## config.mk

```make
export PLATFORM = sky130hd
export DESIGN_NAME = cpu_multicycle_ctrl_flat
export DESIGN_NICKNAME = d
export VERILOG_FILES = /design/src/rtl/cpu_pkg.sv /design/src/rtl/cpu_multicycle_ctrl_if.sv /design/src/rtl/cpu_opcode_class.sv /design/src/rtl/cpu_multicycle_ctrl.sv /design/src/flat_wrapper.sv
export SDC_FILE = /design/constraint.sdc
export NUM_CORES = 1
export LEC_CHECK = 0
export ABC_AREA = 1
export CAP_MARGIN = 20
export CORE_ASPECT_RATIO = 0.5
export CORE_UTILIZATION = 45
export DETAILED_ROUTE_END_ITERATION = 10
export MAX_ROUTING_LAYER = met4
export PLACE_DENSITY = 0.73
export SLEW_MARGIN = 10
export SYNTH_ARGS = -nofsm -noshare
export SYNTH_HDL_FRONTEND = slang
export SYNTH_SLANG_ARGS = --single-unit
```

## constraint.sdc

```tcl
create_clock -name clk -period 1.7 [get_ports clk]
set_input_delay 0.34 -clock clk [delete_from_list [all_inputs] [get_ports clk]]
set_output_delay 0.34 -clock clk [all_outputs]
set_load 0.005 [all_outputs]
```

## src/rtl/cpu_pkg.sv

```systemverilog
// Shared definitions for the LEGv8 multi-cycle controller.
// Holds opcode patterns with their don't-care masks, the instruction class
// and sequencer state enums, and the ALUOp / ALUSrc encodings.
package cpu_pkg;

  localparam logic [10:0] OP_LDUR   = 11'b11111000010;
  localparam logic [10:0] OP_STUR   = 11'b11111000000;
  localparam logic [10:0] OP_ADD    = 11'b10001011000;
  localparam logic [10:0] OP_SUB    = 11'b11001011000;
  localparam logic [10:0] OP_AND    = 11'b10001010000;
  localparam logic [10:0] OP_ORR    = 11'b10101010000;
  localparam logic [10:0] OP_ADDI   = 11'b10010001000;
  localparam logic [10:0] OP_CBZ    = 11'b10110100000;
  localparam logic [10:0] OP_CBNZ   = 11'b10110101000;
  localparam logic [10:0] OP_B      = 11'b00010100000;
  localparam logic [10:0] OP_HALT   = 11'b11111111111;

  // A 1 in a mask marks a bit that must match; 0 is don't-care.
  localparam logic [10:0] MASK_FULL = 11'b11111111111;
  localparam logic [10:0] MASK_ADDI = 11'b11111111110;
  localparam logic [10:0] MASK_CB   = 11'b11111111000;
  localparam logic [10:0] MASK_B    = 11'b11111100000;

  typedef enum logic [3:0] {
    CLS_LD, CLS_ST, CLS_R, CLS_ADDI, CLS_CBZ, CLS_CBNZ, CLS_B, CLS_HALT, CLS_ILL
  } op_class_t;

  typedef enum logic [2:0] {
    ST_FETCH, ST_DECODE, ST_EXEC, ST_MEM, ST_WB, ST_HALT, ST_ERR
  } state_t;

  localparam logic [1:0] ALUOP_ADD    = 2'b00;
  localparam logic [1:0] ALUOP_PASS_B = 2'b01;
  localparam logic [1:0] ALUOP_FUNCT  = 2'b10;

  localparam logic [1:0] ALUSRC_REG   = 2'b00;
  localparam logic [1:0] ALUSRC_DOFS  = 2'b01;
  localparam logic [1:0] ALUSRC_IMM   = 2'b10;

  function automatic logic op_match(input logic [10:0] op,
                                    input logic [10:0] pat,
                                    input logic [10:0] mask);
    return ((op ^ pat) & mask) == 11'd0;
  endfunction

endpackage

```

## src/rtl/cpu_multicycle_ctrl_if.sv

```systemverilog
// Memory handshake bundle between the sequencer and the instruction/data
// memories.
//   imem_req / imem_ack : instruction fetch request / data valid
//   dmem_req / dmem_we  : data access request / access is a write
//   dmem_ack            : read data valid or write accepted
// master = controller side, slave = memory side.
interface cpu_multicycle_ctrl_if;
  logic imem_req;
  logic imem_ack;
  logic dmem_req;
  logic dmem_we;
  logic dmem_ack;

  modport master (output imem_req, dmem_req, dmem_we,
                  input  imem_ack, dmem_ack);
  modport slave  (input  imem_req, dmem_req, dmem_we,
                  output imem_ack, dmem_ack);
endinterface

```

## src/rtl/cpu_opcode_class.sv

```systemverilog
// Combinational decoder from the 11-bit opcode field to an instruction class.
//   opcode   : inst31_21 from the instruction register
//   op_class : decoded class, CLS_ILL for anything not recognised
module cpu_opcode_class
  import cpu_pkg::*;
(
  input  logic [10:0] opcode,
  output op_class_t   op_class
);

  always_comb begin
    op_class = CLS_ILL;
    if      (op_match(opcode, OP_LDUR, MASK_FULL)) op_class = CLS_LD;
    else if (op_match(opcode, OP_STUR, MASK_FULL)) op_class = CLS_ST;
    else if (op_match(opcode, OP_ADD,  MASK_FULL) ||
             op_match(opcode, OP_SUB,  MASK_FULL) ||
             op_match(opcode, OP_AND,  MASK_FULL) ||
             op_match(opcode, OP_ORR,  MASK_FULL)) op_class = CLS_R;
    else if (op_match(opcode, OP_ADDI, MASK_ADDI)) op_class = CLS_ADDI;
    else if (op_match(opcode, OP_CBZ,  MASK_CB))   op_class = CLS_CBZ;
    else if (op_match(opcode, OP_CBNZ, MASK_CB))   op_class = CLS_CBNZ;
    else if (op_match(opcode, OP_B,    MASK_B))    op_class = CLS_B;
    else if (op_match(opcode, OP_HALT, MASK_FULL)) op_class = CLS_HALT;
  end

endmodule

```

## src/rtl/cpu_multicycle_ctrl.sv

```systemverilog
// Multi-cycle sequencer for the LEGv8 datapath.
// Steps each instruction through FETCH/DECODE/EXEC/MEM/WB, stalls on the
// memory acks, and counts retired instructions.
//
// state     | meaning
// ----------+----------------------------------------------
// ST_FETCH  | request instruction, load IR and PC+4 on ack
// ST_DECODE | register read; reg2loc for STUR/CB*
// ST_EXEC   | ALU step; branches, HALT, illegal resolve here
// ST_MEM    | data access, held until dmem_ack
// ST_WB     | register file write
// ST_HALT   | terminal after HALT, until reset
// ST_ERR    | terminal after illegal opcode, until reset
//
// Ports: clk, rst_n (sync, active low), inst31_21, alu_zero, mem (memory
// handshake, master side), datapath strobes, halted/illegal (sticky),
// retired (wrapping count).
module cpu_multicycle_ctrl
  import cpu_pkg::*;
#(
  parameter int CNT_W      = 32,
  parameter int ADDR_SEL_W = 2
) (
  input  logic                   clk,
  input  logic                   rst_n,
  input  logic [10:0]            inst31_21,
  input  logic                   alu_zero,
  cpu_multicycle_ctrl_if.master  mem,
  output logic                   ir_write,
  output logic                   pc_write,
  output logic                   pc_src,
  output logic                   reg2loc,
  output logic [ADDR_SEL_W-1:0]  alu_src,
  output logic [1:0]             alu_op,
  output logic                   mem_to_reg,
  output logic                   reg_write,
  output logic                   halted,
  output logic                   illegal,
  output logic [CNT_W-1:0]       retired
);

  state_t    state, state_nxt;
  op_class_t cls;
  logic      taken;
  logic      retire, set_halt, set_ill;
  logic [1:0] alu_src_c;

  cpu_opcode_class u_class (
    .opcode   (inst31_21),
    .op_class (cls)
  );

  assign taken = (cls == CLS_CBZ  &&  alu_zero) ||
                 (cls == CLS_CBNZ && !alu_zero);

  always_ff @(posedge clk) begin
    if (!rst_n) begin
      state   <= ST_FETCH;
      halted  <= 1'b0;
      illegal <= 1'b0;
      retired <= '0;
    end else begin
      state <= state_nxt;
      if (set_halt) halted  <= 1'b1;
      if (set_ill)  illegal <= 1'b1;
      if (retire)   retired <= retired + CNT_W'(1);
    end
  end

  always_comb begin
    state_nxt = state;
    retire    = 1'b0;
    set_halt  = 1'b0;
    set_ill   = 1'b0;
    case (state)
      ST_FETCH:  if (mem.imem_ack) state_nxt = ST_DECODE;
      ST_DECODE: state_nxt = ST_EXEC;
      ST_EXEC: begin
        case (cls)
          CLS_R, CLS_ADDI:       state_nxt = ST_WB;
          CLS_LD, CLS_ST:        state_nxt = ST_MEM;
          CLS_CBZ, CLS_CBNZ, CLS_B: begin
            state_nxt = ST_FETCH;
            retire    = 1'b1;
          end
          CLS_HALT: begin
            state_nxt = ST_HALT;
            set_halt  = 1'b1;
            retire    = 1'b1;
          end
          default: begin
            state_nxt = ST_ERR;
            set_ill   = 1'b1;
          end
        endcase
      end
      ST_MEM: begin
        if (mem.dmem_ack) begin
          if (cls == CLS_ST) begin
            state_nxt = ST_FETCH;
            retire    = 1'b1;
          end else begin
            state_nxt = ST_WB;
          end
        end
      end
      ST_WB: begin
        state_nxt = ST_FETCH;
        retire    = 1'b1;
      end
      default: state_nxt = state;
    endcase
  end

  // Strobes are forced low during reset so an abandoned access drops at once.
  always_comb begin
    mem.imem_req = 1'b0;
    mem.dmem_req = 1'b0;
    mem.dmem_we  = 1'b0;
    ir_write     = 1'b0;
    pc_write     = 1'b0;
    pc_src       = 1'b0;
    reg2loc      = 1'b0;
    alu_src_c    = ALUSRC_REG;
    alu_op       = ALUOP_ADD;
    mem_to_reg   = 1'b0;
    reg_write    = 1'b0;
    if (rst_n) begin
      case (state)
        ST_FETCH: begin
          mem.imem_req = 1'b1;
          ir_write     = mem.imem_ack;
          pc_write     = mem.imem_ack;
        end
        ST_DECODE: reg2loc = (cls == CLS_ST) || (cls == CLS_CBZ) || (cls == CLS_CBNZ);
        ST_EXEC: begin
          case (cls)
            CLS_R:    alu_op = ALUOP_FUNCT;
            CLS_ADDI: begin
              alu_op    = ALUOP_FUNCT;
              alu_src_c = ALUSRC_IMM;
            end
            CLS_LD, CLS_ST: alu_src_c = ALUSRC_DOFS;
            CLS_CBZ, CLS_CBNZ: begin
              alu_op   = ALUOP_PASS_B;
              reg2loc  = 1'b1;
              pc_write = taken;
              pc_src   = taken;
            end
            CLS_B: begin
              pc_write = 1'b1;
              pc_src   = 1'b1;
            end
            default: ;
          endcase
        end
        ST_MEM: begin
          mem.dmem_req = 1'b1;
          mem.dmem_we  = (cls == CLS_ST);
          alu_src_c    = ALUSRC_DOFS;
        end
        ST_WB: begin
          reg_write  = 1'b1;
          mem_to_reg = (cls == CLS_LD);
        end
        default: ;
      endcase
    end
  end

  assign alu_src = ADDR_SEL_W'(alu_src_c);

endmodule

```

## src/flat_wrapper.sv

```systemverilog
// flat-port wrapper written by rule: the top's interface ports become plain ports
module cpu_multicycle_ctrl_flat import cpu_pkg::*;
#(
  parameter int CNT_W      = 32,
  parameter int ADDR_SEL_W = 2
)
  (clk, rst_n, inst31_21, alu_zero, ir_write, pc_write, pc_src, reg2loc, alu_src, alu_op, mem_to_reg, reg_write, halted, illegal, retired, mem_imem_req, mem_dmem_req, mem_dmem_we, mem_imem_ack, mem_dmem_ack);
  cpu_multicycle_ctrl_if mem_i ();
  input  logic clk;
  input  logic rst_n;
  input  logic [10:0] inst31_21;
  input  logic alu_zero;
  output logic ir_write;
  output logic pc_write;
  output logic pc_src;
  output logic reg2loc;
  output logic [ADDR_SEL_W-1:0] alu_src;
  output logic [1:0] alu_op;
  output logic mem_to_reg;
  output logic reg_write;
  output logic halted;
  output logic illegal;
  output logic [CNT_W-1:0] retired;
  output wire logic [$bits(mem_i.imem_req)-1:0] mem_imem_req;
  output wire logic [$bits(mem_i.dmem_req)-1:0] mem_dmem_req;
  output wire logic [$bits(mem_i.dmem_we)-1:0] mem_dmem_we;
  input wire logic [$bits(mem_i.imem_ack)-1:0] mem_imem_ack;
  input wire logic [$bits(mem_i.dmem_ack)-1:0] mem_dmem_ack;
  assign mem_imem_req = mem_i.imem_req;
  assign mem_dmem_req = mem_i.dmem_req;
  assign mem_dmem_we = mem_i.dmem_we;
  assign mem_i.imem_ack = mem_imem_ack;
  assign mem_i.dmem_ack = mem_dmem_ack;
  cpu_multicycle_ctrl #(.CNT_W(CNT_W), .ADDR_SEL_W(ADDR_SEL_W)) u_core (.clk(clk), .rst_n(rst_n), .inst31_21(inst31_21), .alu_zero(alu_zero), .mem(mem_i), .ir_write(ir_write), .pc_write(pc_write), .pc_src(pc_src), .reg2loc(reg2loc), .alu_src(alu_src), .alu_op(alu_op), .mem_to_reg(mem_to_reg), .reg_write(reg_write), .halted(halted), .illegal(illegal), .retired(retired));
endmodule
```

# After elaboration in Yosys (flattened, before gate mapping)
# Cells that the tools add are included.
# Widths: inputs -> output; s select.
[totals]
reg_bits = 37
input_bits = 16
out_inout_bits = 47
wordCells = 106
[op_classes]
n_addsub = 1
n_eq_ne = 13
mux = 47
n_bitwise = 11
reduce_logical = 30
[op_table]
columns = ["op", "count"]
rows = [
  ["$logic_not 11->1", 11],
  ["$add 32x1->32 const B", 1],
  ["$mux 4", 8],
  ["$mux 1", 24],
  ["$eq 4x3->1 const B", 4],
  ["$not 5->5", 3],
  ["$pmux 3 s5", 1],
  ["$not 4->4", 3],
  ["$pmux 2 s2", 3],
  ["$pmux 3 s4", 1],
  ["$not 11->11", 1],
  ["$mux 3", 3],
  ["$eq 4x2->1 const B", 2],
  ["$reduce_or 8->1", 1],
  ["$eq 3x2->1 const B", 2],
  ["$logic_or 1x1->1", 6],
  ["$mux 2", 3],
  ["$not 3->3", 2],
  ["$not 6->6", 1],
  ["$pmux 1 s2", 3],
  ["$reduce_or 2->1", 3],
  ["$reduce_bool 5->1", 1],
  ["$eq 4x1->1 const B", 1],
  ["$logic_not 4->1", 1],
  ["other kinds (11)", 13],
]

# Logic depth before layout (Yosys ltp)
# Gate-level depths: netlist (run 1).
[depth]
word_depth = 16
ltp_mapped = 13
depth_no_buf = 12

# Hierarchy
# From an unflattened synthesis (run 1), not the netlist that was laid out.
[unflattened]
cells_unflattened = 446
hier_area_um2 = 2647.5
[modules_own_cells]
columns = ["mod", "instances", "cells_per_inst", "area_each_um2", "seq_area_each_um2"]
rows = [
  ["cpu_multicycle_ctrl", 1, 393, 2367.3, 740.7],
  ["cpu_opcode_class", 1, 53, 280.3, 0.0],
]

# Worst setup path after synthesis (run 1)
# No wires, ideal clock.
[synth_timing]
path_kind = "reg-to-reg"
startpoint = "register u_core.retired[0]"
endpoint = "register u_core.retired[30]"
setup_time_ns = 0.137
t_arrival_ns = 1.429
required_ns = 1.563
path_slack_ns = 0.134
stages_incl_launch_ff = 9
n_path_buf = 0
synth_period_minus_slack_ns = 1.566
path_cell_list = "dfxtp_1 -> ha_1 -> nand3_1 -> nor2_1 -> nand3_1 -> inv_1 -> a21boi_0 -> o21ai_0 -> a21oi_1"
[synth_via]
elab_chain_cells = 1
[synth_lines]
columns = ["element", "line_no", "rtl"]
rows = [
  ["start, declared", "cpu_multicycle_ctrl.sv:39", "output logic [CNT_W-1:0] retired"],
  ["start signal, assigned", "cpu_multicycle_ctrl.sv:66", "if (retire) retired <= retired + CNT_W'(1);"],
  ["$add 32x1->32", "cpu_multicycle_ctrl.sv:66", ""],
]
# No other way between the ends.
# A chain may end at the register's enable or synchronous reset.

# Worst setup path after layout (run 1)
[layout_timing]
startpoint = "input inst31_21[1]"
endpoint = "output alu_src[1]"
[layout_via]
elab_chain_cells = 15
elab_cells_between_ends = 28
classes_between = "eq/ne: 2; mux: 11; bitwise: 2; reduce/logical: 13"
[layout_lines]
columns = ["element", "line_no", "rtl"]
rows = [
  ["start, declared", "flat_wrapper.sv:11", "input logic [10:0] inst31_21;"],
  ["$not 11->11 (no source line)", "n/a", ""],
  ["$logic_not 11->1", "cpu_pkg.sv:43", "return ((op ^ pat) & mask) == 11'd0;"],
  ["$mux 4", "cpu_opcode_class.sv:23", "else if (op_match(opcode, OP_HALT, MASK_FULL)) op_class = CLS_HALT;"],
  ["$mux 4", "cpu_opcode_class.sv:22", "else if (op_match(opcode, OP_B, MASK_B)) op_class = CLS_B;"],
  ["$mux 4", "cpu_opcode_class.sv:21", "else if (op_match(opcode, OP_CBNZ, MASK_CB)) op_class = CLS_CBNZ;"],
  ["$mux 4", "cpu_opcode_class.sv:20", "else if (op_match(opcode, OP_CBZ, MASK_CB)) op_class = CLS_CBZ;"],
  ["$mux 4", "cpu_opcode_class.sv:19", "else if (op_match(opcode, OP_ADDI, MASK_ADDI)) op_class = CLS_ADDI;"],
  ["$mux 4", "cpu_opcode_class.sv:15", "else if (op_match(opcode, OP_ADD, MASK_FULL) ||"],
  ["$mux 4", "cpu_opcode_class.sv:14", "else if (op_match(opcode, OP_STUR, MASK_FULL)) op_class = CLS_ST;"],
  ["$mux 4 *", "cpu_opcode_class.sv:13", "if (op_match(opcode, OP_LDUR, MASK_FULL)) op_class = CLS_LD;"],
  ["$eq 4x1->1 / $logic_not 4->1 (equally long branches)", "cpu_multicycle_ctrl.sv:137", "case (cls)"],
  ["$reduce_or 2->1", "cpu_multicycle_ctrl.sv:137", ""],
  ["$pmux 2 s2 *", "cpu_multicycle_ctrl.sv:137", ""],
  ["$pmux 2 s2 *", "cpu_multicycle_ctrl.sv:129", "case (state)"],
  ["$mux 2 *", "cpu_multicycle_ctrl.sv:128", "if (rst_n) begin"],
  ["end, declared", "flat_wrapper.sv:17", "output logic [ADDR_SEL_W-1:0] alu_src;"],
]
# Every way passes the cells marked *; elsewhere a longest branch is shown, timed or not.

==> results.json, run 1 <==
{
  "status": "finished, violations left",
  "violations": "negative setup slack",
  "synth_common_cells": "nand2_1, nor2_1, inv_1",
  "syn_area_per_cell_um2": 6.49,
  "p_comb_share_pct": 36.4,
  "clock_skew_ns": 0.00455,
  "drtPass1Iterations": 7,
  "root_buffer": "clkbuf_16",
  "final_cell_area_um2": 4960,
  "coreArea_um2": 5710,
  "dp_hpwl_um": 6320,
  "setup_viol": 24,
  "wl_per_cell_um": 16.5,
  "netSwitchingPower_mw": 1.01,
  "fp-row-count": 19,
  "grt_usage_pct": 31.2,
  "antenna_found_initial": 0,
  "ys_async_sr_fraction_pct": 0,
  "synth.top_cell.area_share_pct": 26.7,
  "crit_slowest_cell": "o41ai_4",
  "synth_cell_type_count": 33,
  "grt_pass1_vias": 3318,
  "io_buffers": 62,
  "max_freq_mhz": 523,
  "synth_seq_cells": 37,
  "hold_viol": 0,
  "cp.arrival_ns": 1.57,
  "drc": 0,
  "tightest_slew_ns": 0.453,
  "grt_overflow": 0,
  "synth_edf_count": 0,
  "critPathKind": "in2out",
  "p_sw_share_pct": 33.8,
  "placed_area_um2": 3940,
  "slew_violations": 0,
  "p_per_area_nw_per_um2": 603,
  "cts_max_level": 2,
  "synth_top_flop_cell": "dfxtp_1",
  "drt-total-wl_um": 11100,
  "fin_nets": 615,
  "pin_count": 63,
  "grt_max_degree": 28,
  "clockBufferDepth": 2,
  "rsz0062_at_grt": "yes",
  "netlist_top_cells_area": "dfxtp_1, nand2_1, nor2_1, a21oi_2, inv_1",
  "path_buf_inv": 4,
  "seqPwrFrac_pct": 33.4,
  "synthesis.instances": 427,
  "cts_buffers": 5,
  "slew_headroom_pct": 69.8,
  "initial_core_util_pct": 48.6,
  "seq_area_frac_synth_pct": 26.7,
  "path_delay_family": "simple AND/OR/NAND/NOR gates",
  "crit_chain": "buf_8 -> buf_4 -> inv_4 -> nand4_1 -> o41ai_4 -> nand2_2 -> nor3b_2 -> buf_2",
  "finalWorstSetupSlack_ns": -0.211,
  "cts_tree": "yes",
  "clock_latency_ns": 0.28,
  "routabilityCongestion": 0.946,
  "max-vdd-ir-drop_v": 0.000669,
  "synth.largest_area_cell": "dfxtp_1",
  "vias_per_cell": 5.50,
  "p_leak_nw": 2.17,
  "p_clk_share_pct": 30.2,
  "final_util_pct": 86.9,
  "yosysWarnings": 0,
  "critPathLaunchType": "primary input",
  "post-synth-top-count-cell": "nand2_1",
  "critical_path.max_stage_delay_ns": 0.33,
  "initialDrtViolationCount": 269,
  "drv_cap": 0,
  "dr_total_vias": 3693,
  "required_ns": 1.36,
  "cp-end-kind": "output port",
  "die_h_um": 57.5,
  "synth_fp_nets": 444,
  "p_int_mw": 1.98,
  "n_fill_cell": 286,
  "die_w_um": 113,
  "clkTransAtPathRegs_ns": 0.05,
  "grt_first_pass_wirelength_um": 15500,
  "n_antenna_cell": 0,
  "die_area_um2": 6500,
  "drtAntennaViolNets": 0,
  "fin_crit_ns": 1.91,
  "cp_max_fo": 3,
  "syn-cell-area_um2": 2770,
  "hold_class": "reg2reg",
  "cts_hold_buffers": 0,
  "clock-sinks": 37,
  "drive_above_1_share_pct": 49.9,
  "syn_to_final_growth_pct": 78.7,
  "period_share_pct": 112
}
## worst paths after layout
| path | start | to | slack [ns] | depth (start not counted) |
|---|---|---|---|---|
| setup / recovery | inst31_21[1] | alu_src[1] | -0.21 | 8 |
| hold / removal | u_core.halted | u_core.halted | 0.46 | 2 |
| hold reg to reg | u_core.halted | u_core.halted | 0.46 | 2 |
| setup reg to reg | u_core.state[0] | u_core.retired[1] | -0.03 | 12 |
## tightest hold or removal path, cell delays in order (launching register included)
cell and delay (ns):
dfxtp_1 0.31, inv_1 0.05, a21oi_1 0.05
## stage by stage
stage / power (mW) / cells / worst slack, ns / setup TNS [ns] / hold slack, ns
finish: 2.99 / 672 / -0.211 / -1.56 / 0.456
global route: 3.09 / 672 / -0.208 / -3.19 / 0.483
CTS: 2.68 / 659 / -0.116 / -0.258 / 0.457
detailed placement: 1.66 / 624 / -0.989 / -31.26 / 0.445
floorplan: 1.33 / 427 / 0.134 / 0 / 0.447
global placement: 1.66 / 624 / -0.975 / -31.48 / 0.438
## power by group through the flow
stage	combinational (mW)	sequential, mW	clock [mW]
2_1_floorplan	0.370	0.964	0
3_3_place_gp	0.690	0.968	0
3_5_place_dp	0.693	0.968	0
4_1_cts	0.815	0.969	0.897
5_1_grt	1.14	1.00	0.944
6_report	1.09	0.997	0.902
## cell usage in the layout, fill, tap and decap left out, types with 3 or more instances in the layout
cell | Yosys | layout
nor2_1 | 62 | 43
inv_1 | 40 | 26
dfxtp_4 | 0 | 5
nand2_1 | 106 | 85
o21ai_2 | 0 | 5
nor3_1 | 16 | 9
buf_2 | 0 | 12
o21ai_0 | 12 | 5
nand2_2 | 23 | 34
nor2_2 | 5 | 14
xor2_1 | 9 | 9
clkdlybuf4s50_1 | 0 | 37
xnor2_1 | 10 | 9
nand3_4 | 0 | 5
a21oi_1 | 15 | 10
nand3_2 | 5 | 9
buf_8 | 0 | 9
nand2_4 | 1 | 10
nand3_1 | 24 | 15
dfxtp_1 | 37 | 28
buf_4 | 3 | 88
clkbuf_16 | 0 | 6
nor3_2 | 2 | 9
buf_6 | 0 | 22
inv_2 | 3 | 11
nor2_4 | 0 | 10
dlygate4sd2_1 | 0 | 3
dfxtp_2 | 0 | 4
nand4_1 | 10 | 10
a21oi_2 | 19 | 24
inv_4 | 0 | 4
## timing repair
item,CTS,global route
hold endpoints to repair,0,0
endpoints found under the setup margin,49,48
setup buffers,30,17
gates cloned,1,1
pin swaps,28,49
gates resized for setup,153,129
## layout make-up
cell class / count / area (µm²) / share of cell area (%)
clock buffer: 6 / 129 / 2.60
tap: 73 / 91.3 / 1.84
clock inverter: 2 / 10.0 / 0.202
timing repair buffer: 175 / 1590 / 32.1
inverter: 43 / 181 / 3.66
sequential: 37 / 764 / 15.4
multi-input combinational: 336 / 2190 / 44.1
## sequential cells by signal, indices dropped and copies added, names as in the netlist
name,count
u_core.retired,32
u_core.state,3
u_core.halted,1
u_core.illegal,1
## kinds of logic (layout without fill, tap and decap cells)
group,count (synthesis),count (layout),share of synthesized area (%)
AND/OR/NAND/NOR,263,263,44.4
flip-flops,37,37,26.7
adder cells (fa/ha/maj),1,1,0.451
AO/OA/AOI/OAI,53,53,13.0
XOR/XNOR,19,19,6.00
buffers and inverters,54,226,9.48
## per-layer routing
metal  GRT usage (%)  vias up  part of all wire [%]
li1                -     1725                     -
met1            38.2     1729                    42
met2            52.2      198                    47
met3            5.31       41                   7.0
met4            11.7        0                   3.3
met5               -        -                     0
Note: power is estimated with default switching activity, not from simulation.
==> run 2, diff against run 1 <==
--- a/config.mk
+++ b/config.mk
@@ -8,10 +8,10 @@
 export ABC_AREA = 1
 export CAP_MARGIN = 20
 export CORE_ASPECT_RATIO = 0.5
-export CORE_UTILIZATION = 45
+export CORE_UTILIZATION = 30
 export DETAILED_ROUTE_END_ITERATION = 10
 export MAX_ROUTING_LAYER = met4
-export PLACE_DENSITY = 0.73
+export PLACE_DENSITY = 0.52
 export SLEW_MARGIN = 10
 export SYNTH_ARGS = -nofsm -noshare
 export SYNTH_HDL_FRONTEND = slang
==> run 2 against run 1 <==
Net effect: the flow still finishes with violations (negative setup slack); cell area rose by 6.5%; routed wire length fell by 3.9%; sequential cell count did not move; die area rose by 49%; hold slack got worse by 0.0021 ns; setup slack improved by 0.072 ns; count of clock-buffer cells in the layout rose by 1; total power rose by 15%; first-iteration DRC count fell by 47%; global-route usage fell by 8.8 points; critical path type unchanged; critical endpoint is now reg2loc.
==> results.json, run 2 (synthesis results as in run 1) <==
{
  "min_to": "u_core.illegal",
  "drtAntennaViolNets": 0,
  "root_buffer": "clkbuf_16",
  "drive_above_1_share_pct": 51.7,
  "clock_latency_ns": 0.28,
  "initialDrtViolationCount": 142,
  "dr_total_vias": 3521,
  "reg2reg_setup_slack_ns": 0.03,
  "grt_first_pass_wirelength_um": 16500,
  "grt_max_degree": 28,
  "pin_count": 63,
  "period_share_pct": 108,
  "grt_overflow": 0,
  "routabilityCongestion": 0.879,
  "final_common_cell": "buf_4",
  "clock_skew_ns": 0.00392,
  "grt_usage_pct": 22.4,
  "crit_slowest_cell": "a221oi_2",
  "setup_viol": 6,
  "r2r-end": "u_core.retired[18]",
  "max_freq_mhz": 544,
  "clockBufferDepth": 2,
  "holdCritStartpoint": "u_core.illegal",
  "vias_per_cell": 4.78,
  "fin_tns_setup_ns": -0.620,
  "drv_cap": 0,
  "initial_core_util_pct": 31.4,
  "crit_chain": "buf_2 -> nor2_4 -> buf_4 -> nand2_4 -> nor3_4 -> buf_4 -> nand3_2 -> a221oi_2 -> buf_2",
  "fin_nets": 635,
  "critPathLaunchType": "primary input",
  "p_total_mw": 3.44,
  "p_per_area_nw_per_um2": 652,
  "tightest_slew_ns": 0.444,
  "final_util_pct": 59.8,
  "cts_tree": "yes",
  "die_h_um": 70.0,
  "required_ns": 1.36,
  "worstHoldPathCells": 2,
  "r2r_start": "u_core.state[1]",
  "rsz0062_at_grt": "yes",
  "multi_input_area_um2": 2210,
  "top_register": "u_core.retired",
  "hold_ws_ns": 0.454,
  "cts_max_level": 2,
  "largest_reg_flops": 32,
  "p_leak_nw": 2.25,
  "drt-total-wl_um": 10700,
  "slew_headroom_pct": 70.4,
  "slew_violations": 0,
  "finalWorstSetupSlack_ns": -0.140,
  "dp_hpwl_um": 6960,
  "clock-sinks": 37,
  "cts_buffers": 5,
  "drtPass1Iterations": 4,
  "hold_viol": 0,
  "syn_to_final_growth_pct": 90.4,
  "r2r_cells": 11,
  "critPathKind": "in2out",
  "register_area_um2": 757,
  "critical_path.max_stage_delay_ns": 0.24,
  "n_antenna_cell": 0,
  "wl_per_cell_um": 14.5,
  "clkTransAtPathRegs_ns": 0.06,
  "final_cell_mix": "buf_4, nand2_1, nor2_1",
  "fin_crit_ns": 1.84,
  "die_w_um": 138,
  "die_area_um2": 9650,
  "cp_max_fo": 2,
  "grt_pass1_vias": 3413,
  "drc": 0,
  "coreArea_um2": 8830,
  "io_buffers": 62,
  "hold_class": "reg2reg",
  "fp-row-count": 24,
  "max-vdd-ir-drop_v": 0.000631,
  "n_fill_cell": 790,
  "antenna_found_initial": 0,
  "violations": "negative setup slack",
  "top_regs": "u_core.retired (32), u_core.state (3)",
  "cp-end-kind": "output port",
  "cp.arrival_ns": 1.50,
  "status": "finished, violations left"
}
## run 2: cell count changes in the layout (fill, tap and decap cells not counted), sizes merged
| cell | before | now |
|---|---|---|
| buf | 134 | 154 |
| dlygate4sd2 | 3 | 1 |
| inv | 43 | 45 |
| clkdlybuf4s50 | 37 | 36 |
| dlymetal6s2s | 0 | 1 |
## run 2: how the worst max path moves through the flow
stage | slack, ns | start | end | depth (start not counted)
floorplan | 0.13 | u_core.retired[0] | u_core.retired[30] | 8
global placement | -0.99 | inst31_21[10] | pc_write | 8
detailed placement | -0.96 | inst31_21[10] | pc_write | 8
CTS | -0.18 | inst31_21[9] | pc_write | 10
global route | -0.22 | inst31_21[5] | alu_src[1] | 11
finish | -0.14 | inst31_21[0] | reg2loc | 9
## run 2: critical path: cells and delay by family
kind                   cells  cell delay [ns]
AOI/OAI and AO/OA          1             0.24
and+or+nand+nor            4             0.37
buffers and inverters      4             0.56
## run 2: metrics by stage
| step | instance area (µm²) | std cells | setup WS [ns] |
|---|---|---|---|
| after detailed placement | 4170 | 688 | -0.956 |
| after floorplan | 2770 | 427 | 0.134 |
| after global placement | 4170 | 688 | -0.990 |
| after global routing | 5280 | 736 | -0.225 |
| final | 5280 | 736 | -0.140 |
| after CTS | 4880 | 730 | -0.178 |
## run 2: area by class of cell
class                      count  area share, %
clock inverter                 1         0.0948
timing repair buffer         192           33.3
sequential                    37           14.3
inverter                      43           3.96
timing repair inverter         3          0.829
multi-input combinational    336           41.8
clock buffer                   7           2.89
tap                          117           2.77
## run 2: what timing repair did
item / in CTS / in global routing
setup buffers: 36 / 9
gates resized for setup: 198 / 111
cloned: 4 / 0
endpoints found under the setup margin: 49 / 45
hold buffers: 0 / 0
pin swaps: 25 / 39
hold endpoints to repair: 0 / 0
## run 2: where the power goes
group / internal (mW) / switching (mW) / total (mW)
clock: 0.621 / 0.368 / 0.989
sequential: 0.922 / 0.0605 / 0.982
combinational: 0.761 / 0.711 / 1.47
## run 2: layer usage
layer / wire length (µm) / part of all wire (%) / vias up / global-route usage [%]
li1: - / - / 1781 / -
met3: 320 / 3.0 / 14 / 2.69
met2: 5150 / 48 / 84 / 36.5
met1: 5050 / 47 / 1642 / 29.7
met5: 0 / 0 / - / -
met4: 131 / 1.2 / 0 / 5.07
